### config.mk
export PLATFORM = sky130hd
export DESIGN_NAME = tff_mod_counter
export DESIGN_NICKNAME = d
export VERILOG_FILES = /design/src/rtl/tff_mod_counter.sv
export SDC_FILE = /design/constraint.sdc
export NUM_CORES = 1
export LEC_CHECK = 0
export ABC_AREA = 0
export CORE_AREA = 2 2 39 41
export CTS_CLUSTER_DIAMETER = 60
export DETAILED_ROUTE_END_ITERATION = 8
export DIE_AREA = 0 0 41 43
export PLACE_DENSITY_LB_ADDON = 0.3
export RECOVER_POWER = 25
export SLEW_MARGIN = 20
export SYNTH_ARGS = -nofsm -noshare
export SYNTH_HDL_FRONTEND = slang
export SYNTH_SLANG_ARGS = --single-unit
export TNS_END_PERCENT = 20
### constraint.sdc
create_clock -name clk -period 2.6 [get_ports clk]
set_clock_uncertainty 0.2 [all_clocks]
set_input_delay 0.39 -clock clk [delete_from_list [all_inputs] [get_ports clk]]
set_output_delay 0.39 -clock clk [all_outputs]
set_load 0.01 [all_outputs]
### src/rtl/tff_mod_counter.sv
`default_nettype none
// ============================================================================
//  Module      : tff_mod_counter
//  Description : Parametrised modulo-MODULUS up/down counter.
//                It has parallel load, synchronous clear, and a wrap or
//                saturate mode. It reports a terminal count, a one-cycle
//                wrap pulse and a sticky illegal-load error.
//                State updates on the falling edge of clk.
//  Revision    : 1.0 - initial release
// ============================================================================
module tff_mod_counter #(
    parameter int WIDTH    = 4,
    parameter int MODULUS  = 16,
    parameter int SATURATE = 0
) (
    input  logic             clk,
    input  logic             reset,
    input  logic             en,
    input  logic             up_dn,
    input  logic             load,
    input  logic [WIDTH-1:0] load_val,
    input  logic             clear,
    output logic [WIDTH-1:0] q,
    output logic             tc,
    output logic             wrap,
    output logic             err
);

    // MODULUS may equal 2^WIDTH, so the range check needs one extra bit.
    localparam logic [WIDTH:0]   c_mod  = (WIDTH+1)'(MODULUS);
    localparam logic [WIDTH-1:0] c_max  = WIDTH'(MODULUS - 1);
    localparam logic [WIDTH-1:0] c_zero = '0;
    localparam logic [WIDTH-1:0] c_one  = WIDTH'(1);
    localparam bit               c_sat  = (SATURATE != 0);

    logic [WIDTH-1:0] r_q;
    logic             r_wrap;
    logic             r_err;

    logic [WIDTH-1:0] w_q_nxt;
    logic             w_wrap_nxt;
    logic             w_err_nxt;
    logic             w_load_ok;

    assign w_load_ok = ({1'b0, load_val} < c_mod);

    // Next-state selection; the priority is clear, then load, then count enable.
    always_comb begin
        w_q_nxt    = r_q;
        w_wrap_nxt = 1'b0;
        w_err_nxt  = r_err;
        if (clear) begin
            w_q_nxt   = c_zero;
            w_err_nxt = 1'b0;
        end else if (load) begin
            if (w_load_ok) begin
                w_q_nxt = load_val;
            end else begin
                w_q_nxt   = c_max;
                w_err_nxt = 1'b1;
            end
        end else if (en) begin
            if (up_dn) begin
                if (r_q == c_max) begin
                    w_wrap_nxt = 1'b1;
                    w_q_nxt    = c_sat ? r_q : c_zero;
                end else begin
                    w_q_nxt = r_q + c_one;
                end
            end else begin
                if (r_q == c_zero) begin
                    w_wrap_nxt = 1'b1;
                    w_q_nxt    = c_sat ? r_q : c_max;
                end else begin
                    w_q_nxt = r_q - c_one;
                end
            end
        end
    end

    // Count and status registers, falling-edge clocked, asynchronous active-low reset.
    always_ff @(negedge clk or negedge reset) begin
        if (!reset) begin
            r_q    <= '0;
            r_wrap <= 1'b0;
            r_err  <= 1'b0;
        end else begin
            r_q    <= w_q_nxt;
            r_wrap <= w_wrap_nxt;
            r_err  <= w_err_nxt;
        end
    end

    // The terminal count follows the current direction with no register stage.
    assign tc   = up_dn ? (r_q == c_max) : (r_q == c_zero);
    assign q    = r_q;
    assign wrap = r_wrap;
    assign err  = r_err;

endmodule
`default_nettype wire

==> impl_metrics.py, run 1 <==
metrics = {
    "yosys": {
        "synth_compound_area_frac": 0.250,
        "ys_types": 27,
        "synth_top_family_by_area": "compound AO/OA/AOI/OAI gates",
        "ys_warn_count": 0,
        "synth_seq_cells": 5,
        "synth_fa_ha_area_frac": 0.0595,
        "muxShareOfSynthArea": 0.0476,
        "post_synth_inst_count": 49,
        "yosys.area_share.simple": 0.185,
        "ys_seq_area_frac": 0.298,
        "netlist_area_sq_um": 420,
        "synth_nets": 61,
        "syn_avg_cell_area_sq_um": 8.58,
        "synth_xor_area_frac": 0.0417,
    },
    "worst_setup_path": {
        "crit_fanout": 2,
        "crit_path_start_kind": "flip-flop",
        "reg2reg_to": "q[0]$_DFFE_NN0P_",
        "arrival_ns": 2.76,
        "critPathKind": "flip-flop to output port",
        "required_ns": 2.01,
        "regToRegSetupSlack_ns": 0.73,
        "r2r_cells": 8,
        "reg2reg_from": "q[1]$_DFFE_NN0P_",
        "end_kind": "output port",
    },
    "cells_and_area": {
        "finalNetCount": 92,
        "drive_gt1_frac": 0.392,
        "finish.instance_area_sq_um": 752,
        "diodes": 0,
        "final_util": 0.543,
        "final_cell_mix": "9 x buf_6, 9 x buf_4, 7 x inv_1",
        "area_growth_pct": 78.9,
    },
    "pwr": {
        "p_leak_nw": 0.363,
        "peakVddDrop_v": 0.000379,
        "pwr_density_cell_nw_per_um2": 392,
    },
    "cts": {
        "cts_buffer_depth": 2,
        "ctsHoldBuffers": 0,
        "cts_made_buffers": 3,
        "cts_sinks": 5,
        "cts_tree": "yes",
        "cts_max_level": 1,
        "ctsRootBufferMaster": "clkbuf_4",
        "clock_latency_ns": 0.25,
        "cts.clk_slew.worst_paths_ns": 0.03,
    },
    "global_routing": {
        "grt_pass1_vias": 430,
        "grt_use_total": 0.150,
        "grt_max_degree": 11,
        "grt_antenna_before_repair": 0,
        "grt_first_pass_wirelength_um": 1790,
        "gr-total-overflow": 0,
    },
    "timing": {
        "worst_slack_ns": -0.752,
        "holdWs_ns": 0.570,
        "setup_violations": 9,
        "slew_viol_final": 0,
        "hold_viol": 0,
        "grt_setup_unrepaired": "true",
    },
    "placed_design": {
        "portBuffers": 15,
        "dp.final_hpwl_um": 785,
        "dpl-instance-area_sq_um": 656,
        "gp_congestion": 0.763,
    },
    "hold_path": {
        "hold_path_class": "flip-flop to flip-flop",
        "hold_depth": 4,
        "worstHoldEndpoint": "q[2]$_DFFE_NN0P_",
        "worstHoldStart": "q[2]$_DFFE_NN0P_",
    },
    "routing": {
        "first_pass_iters": 3,
        "drc": 0,
        "avgViaCountPerCell": 4.82,
        "ant_nets": 0,
        "wire_per_inst_um": 11.1,
        "drt_iter0_markers": 9,
        "via_count": 458,
        "wl_um": 1050,
    },
    "floorplanning": {
        "design.core.area_sq_um": 1380,
        "initial_utilization": 0.304,
        "die_x_um": 41,
        "die_area_sq_um": 1760,
        "num_rows": 14,
        "dieHeight_um": 43,
        "ios": 17,
    },
    "run_status": {
        "status": "finished, violations left",
        "violations": "setup timing",
    },
    "job": {
        "cap_viol_max_count": 0,
    },
}
-- worst max-delay path by stage --
stage,end,startpoint,depth (start not counted),slack (ns)
2_1_floorplan,tc,q[0]$_DFFE_NN0P_,4,-0.53
5_1_grt,tc,q[0]$_DFFE_NN0P_,5,-0.82
4_1_cts,tc,q[1]$_DFFE_NN0P_,5,-0.75
6_report,tc,q[1]$_DFFE_NN0P_,5,-0.75
3_3_place_gp,tc,q[0]$_DFFE_NN0P_,5,-0.91
3_5_place_dp,tc,q[1]$_DFFE_NN0P_,5,-0.92
-- sequential cells by signal, indices dropped and copies added, names as in the netlist --
signal and flops:
wrap 1, q 4
-- layout make-up --
cell class / count / area (sq um)
repair buffers: 29 / 275
clock buffers: 4 / 26.3
inverters: 7 / 26.3
fillers: 141 / 632
multi-input cells: 34 / 279
flip-flops and latches: 5 / 125
well taps: 16 / 20.0
-- worst max-delay path, cell delays in order, from the launching register on --
cell and delay [ns]:
dfrtn_1 0.35, inv_1 0.06, ha_2 0.17, or4b_4 0.47
nand2_2 0.08, buf_6 0.10
-- kinds of logic after synthesis --
kind of cell             Yosys count
AO/OA/AOI/OAI                     14
XOR/XNOR                           2
adder cells (fa/ha/maj)            2
buffers and inverters             10
flip-flops                         5
multiplexers                       2
other                              1
AND/OR/NAND/NOR                   13
-- routing by layer --
layer	part of all wire	GRT usage	vias up
li1	-	-	235
met1	0.43	0.202	210
met2	0.52	0.225	13
met3	0.046	0.0314	0
met4	0	0.0600	0
met5	0	0	-
-- timing repair --
item,CTS,global route
buffers inserted,2,1
gates cloned,0,0
pin swaps,1,3
gates resized for setup,32,9
setup endpoints to repair,11,11
-- cells in the mapped netlist (all sizes together) --
cell type  n  share of area
ha         2          0.060
nor2       3          0.027
nand4      1          0.015
xnor2      2          0.042
nand2      3          0.027
a21oi      5          0.060
o21ai      1          0.012
nor3       1          0.012
or4b       1          0.033
a2111oi    2          0.057
dfrtn      5           0.30
mux2i      2          0.048
and4b      1          0.024
buf        3          0.048
inv        7          0.063
a311o      1          0.024
or2b       1          0.018
a311oi     1          0.021
o31ai      1          0.018
a41o       1          0.027
a31oi      1          0.015
nor2b      1          0.015
nor4       1          0.015
conb       1         0.0089
o21a       1          0.018
-- where the power goes --
group | leakage, nW | internal [W] | total (W) | switching [W]
sequential | 0.0658 | 0.0000843 | 0.0000883 | 0.00000391
combinational | 0.282 | 0.0000691 | 0.000121 | 0.0000523
clock | 0.0150 | 0.0000577 | 0.0000851 | 0.0000273
total | 0.363 | 0.000211 | 0.000295 | 0.0000836
-- stage by stage --
step | setup WS [ns] | std cells | TNS [ns] | power, W
2_1_floorplan | -0.530 | 49 | -1.30 | 0.000140
3_3_place_gp | -0.906 | 88 | -6.12 | 0.000192
3_5_place_dp | -0.919 | 88 | -6.04 | 0.000193
4_1_cts | -0.754 | 94 | -3.90 | 0.000295
5_1_grt | -0.818 | 95 | -2.66 | 0.000320
6_report | -0.752 | 95 | -2.21 | 0.000295
No activity file was read; power rests on OpenSTA's default activity.
==> inputs of run 2 (changes only) <==
--- a/config.mk
+++ b/config.mk
@@ -10,6 +10,7 @@
 export CTS_CLUSTER_DIAMETER = 60
 export DETAILED_ROUTE_END_ITERATION = 8
 export DIE_AREA = 0 0 41 43
+export HOLD_SLACK_MARGIN = 0.03
 export PLACE_DENSITY_LB_ADDON = 0.3
 export RECOVER_POWER = 25
 export SLEW_MARGIN = 20
==> results of run 2 <==
The final DEF is identical to that of run 1; final timing and power are the same.
